**config.mk**
```make
export PLATFORM = sky130hd
export DESIGN_NAME = fifo_write_ctrl
export DESIGN_NICKNAME = d
export VERILOG_FILES = /design/src/rtl/fifo_write_ctrl.sv
export SDC_FILE = /design/constraint.sdc
export NUM_CORES = 1
export LEC_CHECK = 0
export CORE_AREA = 2 2 72 53
export CTS_CLUSTER_SIZE = 16
export DETAILED_ROUTE_END_ITERATION = 7
export DIE_AREA = 0 0 74 55
export GPL_TIMING_DRIVEN = 0
export PLACE_DENSITY = 0.81
export SKIP_LAST_GASP = 1
export SYNTH_ARGS = -nofsm -noshare
export SYNTH_HDL_FRONTEND = slang
export SYNTH_SLANG_ARGS = --single-unit
export TNS_END_PERCENT = 1
```
**constraint.sdc**
```tcl
create_clock -name clk -period 3.4 [get_ports clk]
set_input_delay 0.34 -clock clk [delete_from_list [all_inputs] [get_ports clk]]
set_output_delay 0.34 -clock clk [all_outputs]
set_load 0.01 [all_outputs]
```
**src/rtl/fifo_write_ctrl.sv**
```systemverilog
// Write-side controller for a small packet FIFO: parses header bytes, writes packets
// into entry-organised packet memory, and tracks stored-packet occupancy.
module fifo_write_ctrl #(
    parameter int DEPTH     = 3,
    parameter int WIDTH     = 11,
    parameter int UWIDTH    = 8,
    parameter int PTR_SZ    = 2,
    parameter int PTR_IN_SZ = 4
) (
    input  logic                 clk,
    input  logic                 rst,
    input  logic                 in_valid,
    input  logic [UWIDTH-1:0]    in_data,
    output logic                 in_ready,
    // "release" is a reserved word, so the downstream consume pulse is pkt_release
    input  logic                 pkt_release,
    output logic                 write_en,
    output logic [PTR_SZ-1:0]    waddr,
    output logic [PTR_IN_SZ-1:0] waddr_in,
    output logic [UWIDTH-1:0]    wdata,
    output logic                 pkt_done,
    output logic [PTR_SZ-1:0]    pkt_entry,
    output logic [1:0]           pkt_dest,
    output logic [PTR_IN_SZ-1:0] pkt_len,
    output logic [PTR_SZ-1:0]    count,
    output logic                 full,
    output logic                 empty,
    output logic [PTR_SZ-1:0]    head_ptr,
    output logic                 err_hdr
);

    typedef enum logic [1:0] {
        IDLE    = 2'd0,
        PAYLOAD = 2'd1,
        DROP    = 2'd2
    } state_t;

    localparam logic [PTR_SZ-1:0]    LAST_PTR = PTR_SZ'(DEPTH - 1);
    localparam logic [PTR_SZ-1:0]    DEPTH_C  = PTR_SZ'(DEPTH);
    localparam logic [PTR_IN_SZ-1:0] MAX_LEN  = PTR_IN_SZ'(WIDTH - 1);

    function automatic logic [PTR_SZ-1:0] ptr_inc(input logic [PTR_SZ-1:0] p);
        return (p == LAST_PTR) ? {PTR_SZ{1'b0}} : p + 1'b1;
    endfunction

    state_t                state_q, state_d;
    logic [PTR_SZ-1:0]     wr_ptr_q, wr_ptr_d;
    logic [PTR_SZ-1:0]     head_ptr_q, head_ptr_d;
    logic [PTR_SZ-1:0]     count_q, count_d;
    logic                  full_q, full_d;
    logic                  empty_q, empty_d;
    logic                  pkt_done_q, pkt_done_d;
    logic [PTR_SZ-1:0]     pkt_entry_q, pkt_entry_d;
    logic [1:0]            pkt_dest_q, pkt_dest_d;
    logic [PTR_IN_SZ-1:0]  pkt_len_q, pkt_len_d;
    logic                  err_hdr_q, err_hdr_d;
    logic [PTR_IN_SZ-1:0]  len_q, len_d;
    logic [PTR_IN_SZ-1:0]  idx_q, idx_d;
    logic [1:0]            dest_q, dest_d;

    logic                  accept;
    logic                  commit;
    logic                  rel_ok;
    logic [1:0]            commit_dest;
    logic [PTR_IN_SZ-1:0]  commit_len;
    logic [1:0]            hdr_dest;
    logic [3:0]            hdr_len;
    logic                  hdr_ok;

    assign hdr_dest = in_data[7:6];
    assign hdr_len  = in_data[3:0];
    assign hdr_ok   = (hdr_dest != 2'd0) && (hdr_len <= MAX_LEN);
    assign accept   = in_valid && in_ready;
    assign rel_ok   = pkt_release && (count_q != {PTR_SZ{1'b0}});

    // State and bookkeeping registers with synchronous reset
    always_ff @(posedge clk) begin
        if (rst) begin
            state_q     <= IDLE;
            wr_ptr_q    <= '0;
            head_ptr_q  <= '0;
            count_q     <= '0;
            full_q      <= 1'b0;
            empty_q     <= 1'b1;
            pkt_done_q  <= 1'b0;
            pkt_entry_q <= '0;
            pkt_dest_q  <= 2'd0;
            pkt_len_q   <= '0;
            err_hdr_q   <= 1'b0;
            len_q       <= '0;
            idx_q       <= '0;
            dest_q      <= 2'd0;
        end else begin
            state_q     <= state_d;
            wr_ptr_q    <= wr_ptr_d;
            head_ptr_q  <= head_ptr_d;
            count_q     <= count_d;
            full_q      <= full_d;
            empty_q     <= empty_d;
            pkt_done_q  <= pkt_done_d;
            pkt_entry_q <= pkt_entry_d;
            pkt_dest_q  <= pkt_dest_d;
            pkt_len_q   <= pkt_len_d;
            err_hdr_q   <= err_hdr_d;
            len_q       <= len_d;
            idx_q       <= idx_d;
            dest_q      <= dest_d;
        end
    end

    // Next-state logic: header parsing, payload sequencing and commit detection
    always_comb begin
        state_d     = state_q;
        len_d       = len_q;
        idx_d       = idx_q;
        dest_d      = dest_q;
        commit      = 1'b0;
        commit_dest = dest_q;
        commit_len  = len_q;
        err_hdr_d   = 1'b0;
        case (state_q)
            IDLE: begin
                if (!accept) begin
                    state_d = IDLE;
                end else if (hdr_len > MAX_LEN) begin
                    err_hdr_d = 1'b1;
                end else if (hdr_dest == 2'd0) begin
                    err_hdr_d = 1'b1;
                    len_d     = hdr_len;
                    idx_d     = {{(PTR_IN_SZ-1){1'b0}}, 1'b1};
                    state_d   = (hdr_len != 4'd0) ? DROP : IDLE;
                end else if (hdr_len == 4'd0) begin
                    commit      = 1'b1;
                    commit_dest = hdr_dest;
                    commit_len  = '0;
                end else begin
                    state_d = PAYLOAD;
                    len_d   = hdr_len;
                    dest_d  = hdr_dest;
                    idx_d   = {{(PTR_IN_SZ-1){1'b0}}, 1'b1};
                end
            end
            PAYLOAD, DROP: begin
                if (!accept) begin
                    state_d = state_q;
                end else if (idx_q == len_q) begin
                    state_d = IDLE;
                    commit  = (state_q == PAYLOAD);
                end else begin
                    idx_d = idx_q + 1'b1;
                end
            end
            default: begin
                state_d = IDLE;
            end
        endcase
    end

    // Occupancy, pointers and registered commit report
    always_comb begin
        wr_ptr_d    = commit ? ptr_inc(wr_ptr_q) : wr_ptr_q;
        head_ptr_d  = rel_ok ? ptr_inc(head_ptr_q) : head_ptr_q;
        case ({commit, rel_ok})
            2'b10:   count_d = count_q + 1'b1;
            2'b01:   count_d = count_q - 1'b1;
            default: count_d = count_q;
        endcase
        full_d      = (count_d == DEPTH_C);
        empty_d     = (count_d == {PTR_SZ{1'b0}});
        pkt_done_d  = commit;
        if (commit) begin
            pkt_entry_d = wr_ptr_q;
            pkt_dest_d  = commit_dest;
            pkt_len_d   = commit_len;
        end else begin
            pkt_entry_d = pkt_entry_q;
            pkt_dest_d  = pkt_dest_q;
            pkt_len_d   = pkt_len_q;
        end
    end

    // Input handshake; full is the registered value, so a same-cycle release does not help
    always_comb begin
        case (state_q)
            IDLE:          in_ready = !rst && !full_q;
            PAYLOAD, DROP: in_ready = !rst;
            default:       in_ready = 1'b0;
        endcase
    end

    // Packet-memory write port, combinational with the accepted byte
    always_comb begin
        waddr    = wr_ptr_q;
        wdata    = in_data;
        case (state_q)
            IDLE: begin
                write_en = accept && hdr_ok;
                waddr_in = '0;
            end
            PAYLOAD: begin
                write_en = accept;
                waddr_in = idx_q;
            end
            default: begin
                write_en = 1'b0;
                waddr_in = '0;
            end
        endcase
    end

    assign pkt_done  = pkt_done_q;
    assign pkt_entry = pkt_entry_q;
    assign pkt_dest  = pkt_dest_q;
    assign pkt_len   = pkt_len_q;
    assign count     = count_q;
    assign full      = full_q;
    assign empty     = empty_q;
    assign head_ptr  = head_ptr_q;
    assign err_hdr   = err_hdr_q;

endmodule
```
* Yosys cells after proc, flatten, opt, wreduce, memory -nomap -nowiden
Index checks and enable logic that the tools add are counted.
Operators by class: $add $sub $neg 5, order comparisons 2, eq/ne operators 17, mux-type cells 42, bitwise gates (word level) 5, reduce and logical (&&, ||, !) cells 21
Operators by type and width (number):
- two-way mux 4 bit | 14
- two-way mux 2 bit | 14
- inequality test 2 bit (second input constant) | 6
- == test 2 bit (second input constant) | 5
- two-way mux 1 bit | 8
- one-hot mux 2 bit (2 select lines) | 2
- one-hot mux 4 bit (2 select lines) | 1
- AND reduction 4 bit | 2
- adder 2 x 1 -> 2 bit (second input constant) | 3
- zero test 2 bit | 3
- inequality test 3 bit (second input constant) | 2
- one-hot mux 1 bit (2 select lines) | 3
- AND reduction 6 bit | 1
- nonzero test 2 bit | 3
- logical AND 1 bit | 5
- inverter 1 bit | 5
- AND reduction 5 bit | 1
- adder 4 x 1 -> 4 bit (second input constant) | 1
- == test 2 x 1 -> 1 bit (second input constant) | 2
- == test 4 bit | 1
- greater-than comparator 4 bit (second input constant) | 1
- less-or-equal comparator 4 bit (second input constant) | 1
- zero test 4 bit | 1
- inequality test 4 bit (second input constant) | 1
- 5 further kinds | 6
Word-level totals: bits in registers 30, input port bits 12, output and inout port bits 32, logic and storage cells 106

* Logic depth before layout (Yosys ltp)
Gate-level depths: netlist of run 1.
word-level depth 9, mapped depth 14, gate-level depth less buffers 13

* Worst setup path before layout of run 1
Ideal clock, no wire load.
path type register to register, start reg state_q[0], end reg empty_q (netlist: empty), library setup time 0.064 ns, data arrival time 2.463 ns, data required time 3.336 ns, setup slack 0.873 ns, stages on the path, launching flop included 13, buffers on the path 1, cells stage by stage dfxtp_1 inv_1 ha_1 clkbuf_1 o21ai_1 or2_2 nor2_1 inv_1 ha_1 nor2_1 xnor2_1 nor2_1 nor2_1
On the way: cells in the longest elaborated chain, start to end 9, elaborated cells between the ends (all ways) 14, classes of those cells 4 x eq/ne; 6 x mux; 4 x reduce/logical
RTL lines:
- start, declared | line 46 | state_t state_q, state_d;
- start signal, assigned | line 94 | state_q <= state_d;
- == test 2 x 1 -> 1 bit / == test 2 bit (equally long branches) | line 121, 148, 184
- OR reduction 2 bit | line 121, 184
- one-hot mux 1 bit (2 select lines) | line 184 | case (state_q)
- logical AND 1 bit | line 73 | assign accept = in_valid && in_ready;
- two-way mux 1 bit (on tied branches) | line 144, 123
- one-hot mux 1 bit (2 select lines) * | line 121 | case (state_q)
- == test 2 x 1 -> 1 bit / == test 2 bit (equally long branches) | line 163 | case ({commit, rel_ok})
- one-hot mux 2 bit (2 select lines) * | line 163
- zero test 2 bit * | line 169 | empty_d = (count_d == {PTR_SZ{1'b0}});
- end signal, assigned | line 99 | empty_q <= empty_d;
- end, declared | line 51 | logic empty_q, empty_d;
Mark *: on every way between the ends. The rest lies on a longest branch, timed or not. A chain may end at the register's enable or synchronous reset.

* Worst setup path in the final report of run 1
Same ends and word-level chain as after synthesis.

==> impl_metrics.py, run 1 <==
metrics = {
    "detailed_routing": {
        "postRouteAntennaNets": 0,
        "via_per_inst": 5.23,
        "route.detailed.drc": 0,
        "drtIter0Drc": 62,
        "wl_per_cell_um": 13.0,
        "drt_wl_total_mm": 3.63,
        "drtPass1Iterations": 4,
        "dr_total_vias": 1465,
    },
    "global_routing": {
        "grt_remaining_overflow": 0,
        "antenna_found_initial": 0,
        "grtUsageTotal": 0.190,
        "grt_pass1_wl_mm": 5.77,
        "grt_max_degree": 11,
        "grt_pass1_vias": 1256,
    },
    "timing": {
        "finalSetupViolCount": 0,
        "worst_slack_ns": 0.356,
        "max_clock_freq_mhz": 328,
        "hold_viol_final": 0,
        "rsz0062_at_grt": "false",
        "slew_headroom": 0.577,
        "drv_slew": 0,
        "finalSetupTns_ns": 0,
        "fin_crit_ns": 3.04,
        "period_share": 0.895,
        "clock_skew_ns": 0.00301,
        "worst_pin_slew_ns": 0.631,
    },
    "setup_path": {
        "critPathMaxFanout": 9,
        "cp_data_arrival_time_ns": 3.27,
        "cp_data_required_time_ns": 3.62,
        "critPathLaunchType": "flop",
        "criticalPathCategory": "reg2reg",
        "ff2ff_path_depth": 13,
        "worstSetupEndpointType": "flop",
    },
    "yosys": {
        "synth_ff_type": "dfxtp_1",
        "avgSynthCellArea_um2": 8.48,
        "synth_area_leaders": "dfxtp_1 39%, a21oi_1 5.9%, o21ai_0 5.2%, ha_1 4.9%, buf_4 3.9%",
        "synth_common_cells": "30 x dfxtp_1, 18 x a21oi_1, 16 x nor2_1, 16 x o21ai_0, 10 x nand2_1",
        "yosysMostFrequentCell": "dfxtp_1",
        "syn-num-nets": 199,
        "yosys.area.top_type": "dfxtp_1",
        "syn_inst": 181,
        "synth_top_area_frac": 0.391,
        "yosys_register_bits": 30,
        "yosysSeqAreaShare": 0.391,
        "syn_area_mm2": 0.00154,
        "synth_cell_types": 38,
        "synth_edf_count": 0,
        "async_flop_share": 0,
        "yosys_warnings": 0,
    },
    "cts": {
        "numCtsBuffers": 5,
        "path_clk_slew_ns": 0.06,
        "cts_tree": "built",
        "clockBufferDepth": 2,
        "post_cts_buffers": 0,
        "clockRootBuffer": "clkbuf_8",
        "clock_latency_ns": 0.28,
        "hold_buffers": 0,
        "cts_resized": 0,
        "htreeDepth": 2,
        "cts_sinks": 30,
    },
    "floorplanning": {
        "die_h_um": 55,
        "row_count": 18,
        "io_pins": 44,
        "dieArea_mm2": 0.00407,
        "start_util": 0.451,
        "fp.dieW_um": 74,
        "core_region_area_mm2": 0.00340,
    },
    "worst_hold_path": {
        "min_path_type": "reg2reg",
        "hold_depth": 2,
    },
    "cells_and_area": {
        "final_nets": 247,
        "fin_cells": 280,
        "syn_to_final_growth_pct": 36.8,
        "num-fill-cells": 310,
        "final_layout_size_suffix_gt1_frac": 0.0913,
        "antenna_cells": 0,
    },
    "flow_run": {
        "cap_violations": 0,
    },
    "power": {
        "p_leak_nw": 0.759,
        "clkPwrFrac": 0.368,
        "sw_frac_of_total": 0.263,
        "seq_power_share": 0.463,
        "cellPowerDensity_mw_per_mm2": 380,
        "p_comb_frac": 0.170,
        "ir_drop_v": 0.000261,
        "power.internal_uw": 587,
        "p_sw_uw": 210,
    },
    "placement": {
        "gp_congestion": 0.873,
        "place_worst_setup_slack_ns": 0.261,
        "numPortBuffers": 41,
        "dp.final_hpwl_mm": 2.72,
        "dp_cells": 272,
    },
    "run_status": {
        "status": "completed",
    },
}
path summary, 6_finish.rpt:
check / from / endpoint / slack, ns
worst max-delay path: state_q[0]$_SDFFE_PP0P_ / empty$_SDFF_PP1_ / 0.36
worst min-delay path: pkt_len[1]$_SDFFE_PP0P_ / pkt_len[1]$_SDFFE_PP0P_ / 0.47
worst max register to register: state_q[0]$_SDFFE_PP0P_ / empty$_SDFF_PP1_ / 0.36
worst min register to register: pkt_len[1]$_SDFFE_PP0P_ / pkt_len[1]$_SDFFE_PP0P_ / 0.47
metrics by stage:
stage	total power, mW	cell area, µm²	hold slack, ns	util
6_report	0.797	2100	0.471	0.617
5_1_grt	0.831	2100	0.501	0.617
4_1_cts	0.801	2100	0.477	0.617
3_5_place_dp	0.509	2010	0.466	0.591
3_3_place_gp	0.508	2010	0.465	0.591
2_1_floorplan	0.455	1540	0.453	-
flip-flops by register name (all words and copies together) (netlist names):
register   flops
idx_q          4
len_q          4
pkt_len        4
count          2
dest_q         2
head_ptr       2
pkt_dest       2
pkt_entry      2
state_q        2
waddr          2
empty          1
err_hdr        1
full           1
pkt_done       1
power by group through the flow:
stage | registers [mW] | clock network, mW | logic (mW)
after floorplan | 0.376 | 0 | 0.0793
after global placement | 0.376 | 0 | 0.132
after detailed placement | 0.376 | 0 | 0.133
after CTS | 0.369 | 0.298 | 0.134
after global routing | 0.370 | 0.315 | 0.147
final | 0.369 | 0.293 | 0.135
area by class of cell:
class,count,area [µm²],area share
sequential,30,601,0.286
buffer,13,78.8,0.0375
inverter,6,22.5,0.0107
clock inverter,1,5.00,0.00238
multi-input combinational,132,833,0.397
timing repair buffer,41,410,0.195
clock buffer,7,86.3,0.0411
tap,50,62.6,0.0298
layout by cell type (no fill, tap or decap), drive strengths merged, types with 3 or more instances in the layout:
master          n
a21o            3
a21oi          18
and2            4
buf             8
clkbuf         12
clkdlybuf4s50  41
dfxtp          30
ha              6
inv             6
mux2i           4
nand2          10
nand2b          7
nand3           8
nand4           5
nor2           16
nor3            3
o21ai          18
xnor2           6
cell families after synthesis:
logic type,count (synthesis),share of synthesized area
and+or+nand+nor,67,0.243
xor gates and xnor gates,7,0.0399
DFF,30,0.391
buffers and inverters,19,0.0660
AOI/OAI and AO/OA,48,0.185
adders and majority gates,6,0.0489
muxes,4,0.0261
routing by layer:
| layer | GRT usage | share of wire | vias to the layer above |
|---|---|---|---|
| met3 | 0.0688 | 0.063 | 3 |
| met4 | 0.0727 | 0.0066 | 0 |
| met5 | 0 | 0 | - |
| met1 | 0.248 | 0.48 | 684 |
| li1 | - | - | 733 |
| met2 | 0.290 | 0.45 | 45 |
worst max-delay path, stage by stage, from the launching register on:
cell,delay [ns]
dfxtp_1,0.40
inv_1,0.07
ha_1,0.27
clkbuf_1,0.31
o21ai_1,0.22
or2_2,0.37
nor2_1,0.42
inv_1,0.09
ha_1,0.22
xnor2_1,0.17
nor2_1,0.07
xnor2_1,0.19
nor2_1,0.08
nor2_1,0.11
Power figures use the tool's default switching activity.
==> inputs of run 2 (changes only) <==
- CORE_AREA: 2 2 72 53 -> 4 4 74 55
- DIE_AREA: 0 0 74 55 -> 0 0 78 59
- clock period: 3.4 -> 2.89 ns (I/O delays scaled with it)
==> run 2 against run 1 <==
Sequential share of layout area down 0.29 points. Clock skew is 0.0040 ns higher. First-iteration DRC count up 31%. Combinational power increased by 19%. Largest power group unchanged.
==> impl_metrics.py, run 2 (synthesis gave the netlist of run 1 again) <==
metrics = {
    "cts": {
        "htreeDepth": 2,
        "clock_latency_ns": 0.28,
        "cts_sinks": 30,
        "cts_tree": "built",
        "path_clk_slew_ns": 0.06,
        "hold_buffers": 0,
        "numCtsBuffers": 5,
        "clockBufferDepth": 2,
        "clockRootBuffer": "clkbuf_8",
    },
    "setup_path": {
        "crit_start": "state_q[1]$_SDFFE_PP0P_",
        "cp_data_arrival_time_ns": 2.71,
        "criticalPathCategory": "reg2reg",
        "worstSetupEndpointType": "flop",
        "worstSetupEndpoint": "empty$_SDFF_PP1_",
        "reg2reg_from": "state_q[1]$_SDFFE_PP0P_",
        "reg2reg_to": "empty$_SDFF_PP1_",
        "r2r_setup_slack_ns": 0.35,
        "critPathLaunchType": "flop",
        "cp_data_required_time_ns": 3.07,
        "ff2ff_path_depth": 12,
        "critPathMaxFanout": 9,
    },
    "floorplanning": {
        "dieArea_mm2": 0.00460,
        "die_h_um": 59,
        "io_pins": 44,
        "core_region_area_mm2": 0.00340,
        "fp.dieW_um": 78,
        "start_util": 0.451,
        "row_count": 18,
    },
    "timing": {
        "rsz0062_at_grt": "false",
        "drv_slew": 0,
        "hold_viol_final": 0,
        "worst_pin_slew_ns": 0.619,
        "finalSetupViolCount": 0,
        "hold_ws_ns": 0.473,
        "finalSetupTns_ns": 0,
        "period_share": 0.877,
        "slew_headroom": 0.585,
        "max_clock_freq_mhz": 394,
        "clock_skew_ns": 0.00700,
        "fin_crit_ns": 2.54,
    },
    "cells_and_area": {
        "mostFrequentLayoutCell": "clkdlybuf4s50_1",
        "num-fill-cells": 314,
        "utilization": 0.624,
        "final_layout_size_suffix_gt1_frac": 0.108,
        "final_nets": 248,
        "syn_to_final_growth_pct": 38.1,
        "antenna_cells": 0,
        "final_cell_mix": "41 x clkdlybuf4s50_1, 30 x dfxtp_1, 18 x a21oi_1",
    },
    "global_routing": {
        "grt_max_degree": 11,
        "grt_pass1_vias": 1348,
        "antenna_found_initial": 0,
        "grt_remaining_overflow": 0,
        "grt_pass1_wl_mm": 6.02,
        "grtUsageTotal": 0.166,
    },
    "detailed_routing": {
        "postRouteAntennaNets": 0,
        "drtPass1Iterations": 4,
        "drtIter0Drc": 81,
        "wl_per_cell_um": 13.1,
        "drt_wl_total_mm": 3.69,
        "dr_total_vias": 1395,
        "route.detailed.drc": 0,
        "via_per_inst": 4.96,
    },
    "placement": {
        "numPortBuffers": 41,
        "dp.final_hpwl_mm": 2.74,
        "gp_congestion": 0.840,
    },
    "power": {
        "ir_drop_v": 0.000277,
        "p_leak_nw": 0.768,
        "cellPowerDensity_mw_per_mm2": 444,
    },
    "worst_hold_path": {
        "min_path_type": "reg2reg",
    },
    "flow_run": {
        "cap_violations": 0,
    },
    "run_status": {
        "status": "completed",
    },
}
run 2: routing by layer:
layer  vias to the layer above  track usage  wire length, µm
met5                         -            0                0
met4                         0       0.0474               10
met3                         2       0.0517              223
met2                        40        0.273             1650
met1                       619        0.213             1810
li1                        734            -                -
run 2: worst min path at each step:
stage          slack (ns)  cells past startpoint                       from                        end
3_3_place_gp         0.47                      2  pkt_entry[1]$_SDFFE_PP0P_  pkt_entry[1]$_SDFFE_PP0P_
4_1_cts              0.48                      2    pkt_len[3]$_SDFFE_PP0P_    pkt_len[3]$_SDFFE_PP0P_
5_1_grt              0.51                      2    pkt_len[3]$_SDFFE_PP0P_    pkt_len[3]$_SDFFE_PP0P_
3_5_place_dp         0.47                      2    pkt_len[3]$_SDFFE_PP0P_    pkt_len[3]$_SDFFE_PP0P_
6_report             0.47                      2    pkt_len[3]$_SDFFE_PP0P_    pkt_len[3]$_SDFFE_PP0P_
2_1_floorplan        0.43                      2                 in_data[0]      len_q[0]$_SDFFE_PP0P_
run 2: repair_timing:
action,CTS,global route
buffers inserted,0,2
resized for setup,1,2
pin swaps,0,1
endpoints found under the setup margin,3,4
gates cloned,0,0
run 2: critical path, cell delays in order (launching register included):
cell     delay (ns)
dfxtp_1        0.38
inv_1          0.08
ha_2           0.42
o21ai_1        0.17
or2_2          0.39
nor2_4         0.17
inv_1          0.06
ha_1           0.21
xnor2_1        0.17
nor2_1         0.07
xnor2_1        0.13
nor2_1         0.13
nor2_1         0.06
run 2: layout make-up:
class | instances | area (µm²) | share of cell area
clock buffers | 7 | 86.3 | 0.0407
clock inverters | 1 | 5.00 | 0.00236
inverters | 6 | 22.5 | 0.0106
well taps | 50 | 62.6 | 0.0295
multi-input cells | 132 | 843 | 0.398
repair buffers | 43 | 425 | 0.201
flip-flops and latches | 30 | 601 | 0.283
plain buffers | 12 | 75.1 | 0.0354
run 2: power breakdown:
part           total (mW)  internal, mW  switching [mW]
Clock               0.347         0.192           0.155
Sequential          0.434         0.424         0.00993
Combinational       0.161        0.0770          0.0836
run 2: through the flow:
step / worst slack (ns) / std cells / area (µm²) / power (mW)
final: 0.355 / 281 / 2120 / 0.941
after global routing: 0.0376 / 281 / 2120 / 0.978
after CTS: 0.0308 / 280 / 2100 / 0.943
after detailed placement: -0.180 / 272 / 2010 / 0.600
after global placement: -0.117 / 272 / 2010 / 0.597
after floorplan: 0.363 / 181 / 1540 / 0.535
